===== src/rtl/switch_arbiter_if.sv =====
// Request/grant bundle between the requesters and the crossbar arbiter.
// The master side raises requests; the slave side (the arbiter) returns the grant.
interface switch_arbiter_if #(
    parameter int N    = 8,
    parameter int SELW = 3
);
    logic [N-1:0]    REQ;
    logic            DONE;
    logic [SELW-1:0] SEL;
    logic [N-1:0]    GNT;
    logic            VALID;
    logic            FORCED;

    modport master (output REQ, output DONE, input SEL, input GNT, input VALID, input FORCED);
    modport slave  (input REQ, input DONE, output SEL, output GNT, output VALID, output FORCED);
endinterface


===== src/rtl/switch_arbiter.sv =====
// Round-robin arbiter driving the Switcher crossbar select: one grant per transaction,
// bounded by MAX_HOLD, followed by a one-cycle turnaround slot before the next grant.
module switch_arbiter #(
    parameter int N        = 8,
    parameter int SELW     = 3,
    parameter int MAX_HOLD = 16
) (
    input  logic             CLK,
    input  logic             RST_N,
    switch_arbiter_if.slave  bus
);
    localparam int CW = $clog2(MAX_HOLD + 1);

    typedef enum logic [1:0] {
        IDLE  = 2'd0,
        GRANT = 2'd1,
        TURN  = 2'd2
    } state_t;

    state_t          state_r;
    logic [SELW-1:0] ptr_r;
    logic [CW-1:0]   cnt_r;
    logic [SELW-1:0] sel_r;
    logic [N-1:0]    gnt_r;
    logic            valid_r;
    logic            forced_r;

    logic [SELW:0]   pick_s;
    logic            done_s;
    logic            drop_s;
    logic            limit_s;
    logic            release_s;

    // Returns {found, index} of the first set request scanning upward from ptr with wrap.
    function automatic logic [SELW:0] rr_pick(input logic [N-1:0] req, input logic [SELW-1:0] ptr);
        logic [SELW:0]   res;
        logic [SELW-1:0] idx;
        res = '0;
        for (int k = N - 1; k >= 0; k--) begin
            idx = SELW'((int'(ptr) + k) % N);
            if (req[idx]) begin
                res = {1'b1, idx};
            end else begin
                res = res;
            end
        end
        return res;
    endfunction

    // Winner selection and release-condition decode.
    always_comb begin
        pick_s    = rr_pick(bus.REQ, ptr_r);
        done_s    = bus.DONE;
        drop_s    = ~bus.REQ[sel_r];
        limit_s   = (cnt_r == CW'(MAX_HOLD - 1));
        release_s = done_s | drop_s | limit_s;
    end

    // Arbiter state machine with all outputs held in registers.
    always_ff @(posedge CLK or negedge RST_N) begin
        if (!RST_N) begin
            state_r  <= IDLE;
            ptr_r    <= '0;
            cnt_r    <= '0;
            sel_r    <= '0;
            gnt_r    <= '0;
            valid_r  <= 1'b0;
            forced_r <= 1'b0;
        end else begin
            case (state_r)
                IDLE: begin
                    forced_r <= 1'b0;
                    if (pick_s[SELW]) begin
                        state_r <= GRANT;
                        sel_r   <= pick_s[SELW-1:0];
                        gnt_r   <= {{(N-1){1'b0}}, 1'b1} << pick_s[SELW-1:0];
                        valid_r <= 1'b1;
                        cnt_r   <= '0;
                    end else begin
                        state_r <= IDLE;
                    end
                end
                GRANT: begin
                    cnt_r <= cnt_r + CW'(1);
                    if (release_s) begin
                        state_r  <= TURN;
                        valid_r  <= 1'b0;
                        gnt_r    <= '0;
                        ptr_r    <= (sel_r == SELW'(N - 1)) ? SELW'(0) : sel_r + SELW'(1);
                        // Only a pure timeout counts as forced; a coincident DONE or withdrawal does not.
                        forced_r <= limit_s & ~done_s & ~drop_s;
                    end else begin
                        state_r <= GRANT;
                    end
                end
                TURN: begin
                    forced_r <= 1'b0;
                    state_r  <= IDLE;
                end
                default: begin
                    state_r  <= IDLE;
                    valid_r  <= 1'b0;
                    gnt_r    <= '0;
                    forced_r <= 1'b0;
                end
            endcase
        end
    end

    assign bus.SEL    = sel_r;
    assign bus.GNT    = gnt_r;
    assign bus.VALID  = valid_r;
    assign bus.FORCED = forced_r;
endmodule

===== src/flat_wrapper.sv =====
// flat-port wrapper written by rule: the top's interface ports become plain ports
module switch_arbiter_flat 
#(
    parameter int N        = 8,
    parameter int SELW     = 3,
    parameter int MAX_HOLD = 16
)
  (CLK, RST_N, bus_REQ, bus_DONE, bus_SEL, bus_GNT, bus_VALID, bus_FORCED);
  switch_arbiter_if #(.N(N), .SELW(SELW)) bus_i ();
  input  logic CLK;
  input  logic RST_N;
  input wire logic [$bits(bus_i.REQ)-1:0] bus_REQ;
  input wire logic [$bits(bus_i.DONE)-1:0] bus_DONE;
  output wire logic [$bits(bus_i.SEL)-1:0] bus_SEL;
  output wire logic [$bits(bus_i.GNT)-1:0] bus_GNT;
  output wire logic [$bits(bus_i.VALID)-1:0] bus_VALID;
  output wire logic [$bits(bus_i.FORCED)-1:0] bus_FORCED;
  assign bus_i.REQ = bus_REQ;
  assign bus_i.DONE = bus_DONE;
  assign bus_SEL = bus_i.SEL;
  assign bus_GNT = bus_i.GNT;
  assign bus_VALID = bus_i.VALID;
  assign bus_FORCED = bus_i.FORCED;
  switch_arbiter #(.N(N), .SELW(SELW), .MAX_HOLD(MAX_HOLD)) u_core (.CLK(CLK), .RST_N(RST_N), .bus(bus_i));
endmodule

===== config.mk =====
export PLATFORM = sky130hd
export DESIGN_NAME = switch_arbiter_flat
export DESIGN_NICKNAME = d
export VERILOG_FILES = /design/src/rtl/switch_arbiter_if.sv /design/src/rtl/switch_arbiter.sv /design/src/flat_wrapper.sv
export SDC_FILE = /design/constraint.sdc
export NUM_CORES = 1
export LEC_CHECK = 0
export CAP_MARGIN = 5
export CORE_MARGIN = 8
export CORE_UTILIZATION = 55
export DETAILED_ROUTE_END_ITERATION = 12
export GPL_ROUTABILITY_DRIVEN = 0
export PLACE_DENSITY = 0.78
export SLEW_MARGIN = 25
export SYNTH_ARGS = -nofsm -noshare
export SYNTH_HDL_FRONTEND = slang
export SYNTH_SLANG_ARGS = --single-unit

===== constraint.sdc =====
create_clock -name CLK -period 3.9 [get_ports CLK]
set_clock_uncertainty 0.05 [all_clocks]
set_input_delay 0.585 -clock CLK [delete_from_list [all_inputs] [get_ports CLK]]
set_output_delay 0.585 -clock CLK [all_outputs]
set_load 0.05 [all_outputs]

==> summary.txt, run 1 <==
CTS Hold Bufs - 0
Leakage - 1.02 nW
Synth area leaders - dfrtp_1 (26%), mux4_1 (11%), mux2_2 (8.1%)
Slew headroom - 60.0%
Number of hold violations in the final report - 0
Overall die width - 79.7 um
Mux contribution to synthesized area - 31.7%
Warnings, synthesis - 0
Share of the synthesized area in the top cell type - 25.8%
Max Cap Violations - 0
Post-Syn Area per Cell - 10.2 um2
Area share of fa/ha/maj cells after synthesis - 3.37%
Pre-Repair DR Iteration Count - 4
Die height - 79.7 um
Initial Util - 56.6%
CP arrival - 3.38 ns
Total gr overflow - 0
P per Cell Area - 954 nW/um2
Vias in the first global route - 1776
CP Capture Type - register
ANT nets after route - 0
Net Sw Frac - 50.4%
N_diodes - 0
Area Overhead vs Synth - 11.5%
Routed len/inst - 17.9 um
Iter 0 DRT Violations - 138
Largest net degree at the start of global routing - 24
Clock Tree Buf Depth - 2
Setup violators final - 0
CTS Buf Count - 3
Post-DP HPWL - 3790 um
Internal power - 0.00118 W
Max FO, Critical Path - 16
Row count - 23
FF-to-FF End - u_core.bus.GNT[5]
Logic gate share of total power - 77.5%
Post-CTS setup buffer count - 0
Total Neg Setup Slack - 0 ns
Outcome - complete, no violations
Data required, critical path - 4.02 ns
Root Buffer - clkbuf_8
EDFF count, synth - 0
Sequential power share - 16.4%
Num ports - 24
Syn Inst Count - 218
Compound-Gate Fraction of Synth Area - 20.2%
Via density - 6.38
Synth Register Bits - 23
Via count - 1792
FF/Latch Area - 576 um2
P_sw - 0.00120 W
Clk_lat worst skew - 0.26 ns
Worst setup path class - register to register
Startpoint types - register
Final Cycle Share - 83.7%
Worst R2R Start - u_core.ptr_r[0]
Post-synthesis sequential area ratio - 25.8%
Routed wire length - 5030 um
Clk slew on worst S/H paths - 0.08 ns
Largest area contributor in the netlist - dfrtp_1
Most used flip-flop cell after synthesis - dfrtp_1
Core Area - 3940 um2
Main combinational cell family by area after synthesis - multiplexers
CTS tree - done
Gates resized, CTS repair - 0
Slew @ Worst Pin - 0.600 ns
Global-route wire length before repair - 8670 um
Clock sink count - 23
Die ar. - 6350 um2
Fill count - 333
Overall Global Routing Usage - 16.5%
Nets - 249
Layout cells sized above 1 - 17.3%
R2R depth - 8
Drc violations - 0
Slowest CP cell - mux4_2
Post-Synth XOR/XNOR Area - 0.785%
H-tree depth - 1
Crit path from - u_core.ptr_r[0]
Ys async rst share - 100%
Syn_nets - 235
PnR Total Power - 0.00237 W
Max IR drop VDD - 0.575 mV
Worst setup path endpoint - u_core.bus.GNT[5]
Final critical-path required period - 3.27 ns
Area of the multi-input gates - 1520 um2
Netlist cell types - 50
Post-synthesis simple-gate area fraction - 11.9%
IO buf count - 23
Crit-path cells - buf_4 > ha_1 > xor2_1 > mux4_2 > and3b_1 > a311o_1 > or2_1 > o31ai_1
Initial antenna violation count - 0
Max Slew Vio Count - 0
Largest stage delay, worst path - 0.62 ns
Worst min path class - input pin to async pin
Cell Area, Synth - 2230 um2
Clock power share - 6.1%
RSZ-0062 raised after global routing - no
Fmax - 306 MHz
Reg2reg setup slack - 0.63 ns
cell usage after synthesis, types with 6 or more instances:
cell type	instances
a21oi_1	9
clkbuf_1	9
dfrtp_1	23
ha_1	6
inv_1	8
mux2_2	16
mux2i_1	11
mux4_1	9
mux4_2	8
nand2_1	25
nor2_1	9
o21ai_0	14
power groups by stage:
stage	Clock [W]	Combinational, W	Sequential, W
detailed placement	0	0.00182	0.000393
finish	0.000144	0.00184	0.000390
CTS	0.000148	0.00182	0.000389
floorplan	0	0.00137	0.000508
global placement	0	0.00181	0.000393
global route	0.000162	0.00199	0.000403
how the worst min path moves through the flow:
| stage | startpoint | endpoint | slack, ns | depth (start not counted) |
|---|---|---|---|---|
| after floorplan | RST_N | u_core.bus.FORCED | 0.24 | 0 |
| after detailed placement | u_core.cnt_r[3] | u_core.cnt_r[3] | 0.43 | 1 |
| after global routing | RST_N | u_core.cnt_r[3] | 0.25 | 1 |
| final | RST_N | u_core.ptr_r[0] | 0.23 | 1 |
| after CTS | u_core.cnt_r[3] | u_core.cnt_r[3] | 0.44 | 1 |
| after global placement | u_core.bus.GNT[0] | u_core.bus.GNT[0] | 0.42 | 2 |
flip-flops by register name, indices dropped and copies added, names as in the netlist:
register and cells:
u_core.ptr_r 3, u_core.bus.SEL 3, u_core.bus.FORCED 1, u_core.cnt_r 5, u_core.state_r 2, u_core.bus.VALID 1, u_core.bus.GNT 8
layout make-up:
class | count | share of cell area, %
multi-input combinational | 169 | 61.0
clock inverter | 1 | 0.201
timing repair buffer | 27 | 10.3
tap | 50 | 2.52
clock buffer | 3 | 1.66
inverter | 8 | 1.21
sequential | 23 | 23.1
routing by layer:
layer | share of wire, % | track usage, %
met1 | 47 | 23.0
met2 | 47 | 26.3
met3 | 4.5 | 1.91
met4 | 1.5 | 4.26
met5 | 0 | 0
worst max-delay path, delay by kind of cell (launching register included):
| family | cells | cell delay (ns) |
|---|---|---|
| DFF | 1 | 0.37 |
| muxes | 1 | 0.62 |
| adders and majority gates | 1 | 0.31 |
| xor gates and xnor gates | 1 | 0.38 |
| and+or+nand+nor | 2 | 0.49 |
| AOI/OAI and AO/OA | 2 | 0.69 |
| buffers and inverters | 1 | 0.25 |
placed cells by master, fill, tap and decap left out, types with 2 or more instances in the layout:
| cell | n |
|---|---|
| nor2b_1 | 4 |
| inv_1 | 8 |
| mux2i_1 | 11 |
| a21oi_1 | 9 |
| mux4_1 | 9 |
| nand2b_1 | 5 |
| clkdlybuf4s50_1 | 22 |
| a22o_1 | 2 |
| o22ai_1 | 2 |
| buf_4 | 4 |
| mux2_2 | 16 |
| a32o_1 | 5 |
| nand2_1 | 25 |
| nand4_1 | 2 |
| xor2_1 | 2 |
| and3_1 | 2 |
| nor3_1 | 2 |
| o21ai_1 | 3 |
| o31ai_1 | 2 |
| dfrtp_1 | 23 |
| or2_1 | 2 |
| o21ai_0 | 14 |
| o2bb2ai_2 | 2 |
| a31oi_1 | 5 |
| a22oi_1 | 2 |
| nor2_1 | 9 |
| ha_1 | 6 |
| mux4_2 | 8 |
| clkbuf_8 | 3 |
kinds of logic (layout without fill, tap and decap cells):
| logic type | Yosys count | after routing |
|---|---|---|
| DFF | 23 | 23 |
| buffers and inverters | 26 | 39 |
| and+or+nand+nor | 56 | 56 |
| xor gates and xnor gates | 2 | 2 |
| adders and majority gates | 6 | 6 |
| AOI/OAI and AO/OA | 61 | 61 |
| muxes | 44 | 44 |
per-stage QoR:
stage	setup WS (ns)	hold WS (ns)	area, um2	std cells	utilization [%]
finish	0.634	0.226	2490	281	63.1
global route	0.425	0.253	2490	281	63.1
CTS	0.646	0.441	2490	281	63.2
detailed placement	0.569	0.426	2450	277	62.0
global placement	0.648	0.424	2450	277	62.0
floorplan	0.566	0.239	2230	218	-
(Power assumes the default switching activity.)
==> inputs of run 2 (changes only) <==
Settings changed: CORE_UTILIZATION 55 to 52, PLACE_DENSITY 0.78 to 0.77.
Clock period 3.9 ns to 2.7 ns, I/O delays scaled along.
==> run 2 against run 1 <==
Register-to-register slack got worse by 0.83 ns. The flow now finishes with violations (negative setup slack). Worst hold slack improved by 0.21 ns. Die area rose by 4.6%. Non-clock buffer count rose by 47. Critical endpoint is now u_core.bus.GNT[4]. Sequential cell count did not move. First-iteration DRC count rose by 20%. Core utilization rose by 8.6 points. Cell count rose by 18%. Largest cell class unchanged. Critical path depth rose by 1. Global-route usage rose by 3.6 points. Critical path type unchanged.
==> summary.txt, run 2 (synthesis gave the netlist of run 1 again) <==
Largest net degree at the start of global routing - 24 (unchanged)
CP Capture Type - register
Row count - 24 (+4.3%)
H-tree depth - 1 (unchanged)
Fmax - 345 MHz (+13%)
Largest stage delay, worst path - 0.50 ns (-0.12 ns)
Max Slew Vio Count - 0 (unchanged)
Clk slew on worst S/H paths - 0.08 ns (about the same)
Final critical-path required period - 2.90 ns (-0.370 ns)
Iter 0 DRT Violations - 165 (+20%)
Max FO, Critical Path - 7 (-9)
Data required, critical path - 2.84 ns (-1.18 ns)
Worst Hold Slack - 0.432 ns (+0.205 ns)
Overall die width - 81.5 um (+2.3%)
Setup violators final - 12 (+12)
Routed len/inst - 20.4 um (+14%)
CTS tree - done
Routed wire length - 6740 um (+34%)
RSZ-0062 raised after global routing - yes
CTS Hold Bufs - 0 (unchanged)
ANT nets after route - 0 (unchanged)
Num ports - 24 (unchanged)
Critical path's top delay family - compound AO/OA/AOI/OAI gates
CP arrival - 3.04 ns (-0.34 ns)
Failing checks - negative setup slack
Area after DPL - 2780 um2 (+14%)
Overall Global Routing Usage - 20.1% (+3.6 points)
Vias in the first global route - 2213 (+25%)
Post-DP HPWL - 4540 um (+20%)
Core Area - 4230 um2 (+7.4%)
Clock sink count - 23 (unchanged)
Clk_lat worst skew - 0.26 ns (about the same)
Design area - 3040 um2 (+22%)
Die height - 81.5 um (+2.3%)
N_diodes - 0 (unchanged)
IO buf count - 23 (unchanged)
Via count - 2130 (+19%)
Worst min path class - register to register
Global-route wire length before repair - 10700 um (+23%)
Commonest cells after routing, fill and taps aside - buf_4 (47), nand2_1 (24), dfrtp_1 (22)
Most common cell after layout, fill and taps aside - buf_4
Crit-path cells - inv_8 > ha_4 > mux2i_1 > mux4_2 > and3b_1 > a311o_2 > a211oi_4 > nand2_1 > o21ai_1
Initial Util - 52.7% (-3.9 points)
Drc violations - 0 (unchanged)
Max Cap Violations - 0 (unchanged)
CTS Buf Count - 3 (unchanged)
Area Overhead vs Synth - 36.1%
Max FFs per register - 8 (unchanged)
Via density - 6.44 (+0.91%)
Nets - 297 (+19%)
Pre-Repair DR Iteration Count - 5 (+1)
Layout cells sized above 1 - 41.2% (+24 points)
Outcome - finished with violations
Die ar. - 6640 um2 (+4.6%)
Initial antenna violation count - 0 (unchanged)
Final worst slack - -0.196 ns (-0.830 ns)
Number of hold violations in the final report - 0 (unchanged)
Slew headroom - 65.2% (+5.2 points)
Final Cycle Share - 107% (+24 points)
Worst setup path class - register to register
Startpoint types - register
Slowest CP cell - mux4_2
CP Buf/Inv Count - 1 (unchanged)
Clock Tree Buf Depth - 2 (unchanged)
Slew @ Worst Pin - 0.520 ns (-0.0800 ns)
Total gr overflow - 0 (unchanged)
Root Buffer - clkbuf_8
[run 2: changes by cell type in the layout (fill, tap and decap cells not counted), moves of 4 or more]
cell	previous run	this run
buf_4	4	47
mux2_2	16	12
buf_6	0	4
a21oi_1	9	4
a21oi_2	0	4
mux2_4	0	4
[run 2: timing repair]
action / 4_1_cts / 5_1_grt
cloned: 1 / 0
setup buffers: 4 / 2
endpoints found under the setup margin: 14 / 15
pin swaps: 9 / 15
resized for setup: 18 / 28
[run 2: through the flow]
step	util (%)	std cells	setup TNS (ns)	setup slack (ns)
floorplan	-	218	-2.74	-0.307
global placement	65.7	320	-2.96	-0.250
detailed placement	65.7	320	-3.75	-0.311
CTS	69.0	329	-0.399	-0.0891
global route	71.7	331	-2.17	-0.266
finish	71.7	331	-1.11	-0.196
[run 2: worst paths after layout]
kind,start,endpoint,slack [ns],cells past startpoint
setup / recovery,u_core.ptr_r[1],u_core.bus.GNT[4],-0.20,9
hold / removal,u_core.bus.VALID,u_core.bus.VALID,0.43,2
setup reg to reg,u_core.ptr_r[1],u_core.bus.GNT[4],-0.20,9
hold reg to reg,u_core.bus.VALID,u_core.bus.VALID,0.43,2
max in group asynchronous,RST_N,u_core.ptr_r[1],1.91,2
min in group asynchronous,RST_N,u_core.bus.FORCED,0.44,2
[run 2: cell type report]
type	count	area [um2]
fill	296	1200
sequential	23	577
clock inverter	1	5.00
clock buffer	3	41.3
multi-input combinational	170	1680
tap	52	65.1
timing repair buffer	74	636
inverter	8	37.5
[run 2: tightest hold or removal path, cell delays in order (launching register included)]
cell,delay (ns)
dfrtp_1,0.35
nand2_1,0.05
nand2_1,0.05
[run 2: metal layers]
layer	share of wire [%]	global-route usage [%]	wire, um
met5	0	0	0
met4	2.5	6.61	170
met3	7.7	3.61	518
met2	51	34.8	3430
met1	39	24.7	2630
Power of run 2 is not shown: default switching activity piles up to over one toggle a cycle in this logic, so the estimate is an artifact.
==> inputs of run 3 (changes only) <==
Settings changed: CORE_UTILIZATION 52 to 55, PLACE_DENSITY 0.77 to 0.86, SLEW_MARGIN 25 to unset.
Clock period 2.7 ns to 3.18 ns, I/O delays scaled along.
==> run 3 against run 2 <==
The run now ends clean. Final area decreased by 15%. Worst hold slack improved by 0.012 ns. Non-clock buffer count decreased by 35. Die area decreased by 4.4%. Fmax decreased by 1.2%. Register-to-register slack improved by 0.45 ns. Global-route usage decreased by 2.0 points. Routed wire length decreased by 17%. Sequential share of layout area increased by 3.3 points. Cell count decreased by 11%. Worst setup slack improved by 0.45 ns.
==> summary.txt, run 3 (synthesis gave the netlist of run 1 again) <==
Outcome - complete, no violations
Clk_lat worst skew - 0.26 ns (about the same)
Final critical-path required period - 2.93 ns (+0.0344 ns)
H-tree depth - 1 (unchanged)
Most common cell after layout, fill and taps aside - nand2_1
Area Overhead vs Synth - 15.9%
Layout cells sized above 1 - 21.0% (-20 points)
Max Slew Vio Count - 0 (unchanged)
Largest net degree at the start of global routing - 24 (unchanged)
Worst Hold Launch - u_core.bus.GNT[3]
Gates resized, CTS repair - 0 (-18)
Total Neg Setup Slack - 0 ns (+1.11 ns)
Clk slew on worst S/H paths - 0.08 ns (about the same)
RSZ-0062 raised after global routing - no
Fmax - 341 MHz (-1.2%)
Number of hold violations in the final report - 0 (unchanged)
Final Cycle Share - 92.2% (-15 points)
Initial Util - 56.6% (+3.9 points)
Post-CTS setup buffer count - 0 (-4)
Initial antenna violation count - 0 (unchanged)
Global-route wire length before repair - 9180 um (-14%)
Data required, critical path - 3.29 ns (+0.45 ns)
Drc violations - 0 (unchanged)
Die height - 79.7 um (-2.2%)
Startpoint types - register
Slew headroom - 33.2% (-32 points)
Worst setup path class - register to register
Crit-path most repeated cell - buf_4
CP Capture Type - register
Largest stage delay, worst path - 0.49 ns (about the same)
Core Area - 3940 um2 (-6.9%)
Critical path's top delay family - compound AO/OA/AOI/OAI gates
P per Cell Area - 1200 nW/um2
Layout Cells excl Fill - 293 (-11%)
Fill count - 328 (+11%)
CTS Hold Bufs - 0 (unchanged)
Worst R2R Start - u_core.ptr_r[1]
Via density - 6.49 (+0.93%)
Total gr overflow - 0 (unchanged)
Leakage - 1.07 nW
CP arrival - 3.04 ns (about the same)
Vias in the first global route - 1856 (-16%)
Clock sink count - 23 (unchanged)
Iter 0 DRT Violations - 164 (-0.61%)
IO buf count - 23 (unchanged)
Setup violators final - 0 (-12)
Fin util - 65.6% (-6.2 points)
Routed len/inst - 19.1 um (-6.5%)
Pre-Repair DR Iteration Count - 4 (-1)
Nets - 261 (-12%)
CTS Buf Count - 3 (unchanged)
CP Buf/Inv Count - 3 (+2)
Clock Tree Buf Depth - 2 (unchanged)
Post-DP HPWL - 4320 um (-5.0%)
Worst min path class - register to register
Root Buffer - clkbuf_8
Via count - 1903 (-11%)
Max FO, Critical Path - 9 (+2)
Crit-path cells - inv_1 > ha_1 > buf_4 > mux2i_1 > mux4_2 > and3b_1 > a31oi_1 > o2bb2ai_2 > buf_4 > a32o_1
Max IR drop VDD - 0.688 mV
Commonest cells after routing, fill and taps aside - nand2_1 (25), clkdlybuf4s50_1 (23), dfrtp_1 (23)
Die ar. - 6350 um2 (-4.4%)
Row count - 23 (-4.2%)
N_diodes - 0 (unchanged)
Overall die width - 79.7 um (-2.2%)
Slowest CP cell - mux4_2
Overall Global Routing Usage - 18.1% (-2.0 points)
ANT nets after route - 0 (unchanged)
Crit path from - u_core.ptr_r[1]
Slew @ Worst Pin - 0.999 ns (+0.479 ns)
Routed wire length - 5580 um (-17%)
Max Cap Violations - 0 (unchanged)
CTS tree - done
Num ports - 24 (unchanged)
Post-Place Cells - 289 (-9.7%)
Max FFs per register - 8 (unchanged)
-- run 3: cell type report --
class	count	area (um2)	area share, %
sequential	23	576	22.3
timing repair buffer	39	350	13.6
inverter	8	30.0	1.16
multi-input combinational	169	1520	58.9
tap	50	62.6	2.42
clock buffer	4	45.0	1.74
-- run 3: worst paths after layout --
kind / to / cells after the start / slack (ns)
max reg2reg: u_core.bus.GNT[7] / 10 / 0.25
max in group asynchronous: u_core.ptr_r[1] / 1 / 1.77
min in group asynchronous: u_core.cnt_r[1] / 1 / 0.71
min: u_core.bus.GNT[3] / 1 / 0.44
max: u_core.bus.GNT[7] / 10 / 0.25
min reg2reg: u_core.bus.GNT[3] / 1 / 0.44
-- run 3: routing by layer --
metal | vias up | part of all wire [%] | global-route usage [%]
li1 | 888 | - | -
met1 | 953 | 41 | 22.1
met2 | 53 | 53 | 31.9
met3 | 9 | 3.6 | 2.25
met4 | 0 | 1.6 | 5.93
met5 | - | 0 | 0
-- run 3: where the power goes --
part           switching (W)  internal (W)  total, W
Combinational        0.00134       0.00108   0.00242
Sequential          0.000108      0.000388  0.000497
Clock              0.0000916     0.0000895  0.000181
-- run 3: stage by stage --
stage	total power, W	hold slack [ns]	setup slack [ns]	instance area (um2)
floorplan	0.00232	0.131	0.00836	2240
global placement	0.00281	0.419	0.138	2540
detailed placement	0.00289	0.422	0.0606	2540
CTS	0.00307	0.440	0.254	2580
global route	0.00330	0.474	0.129	2580
finish	0.00309	0.443	0.249	2580
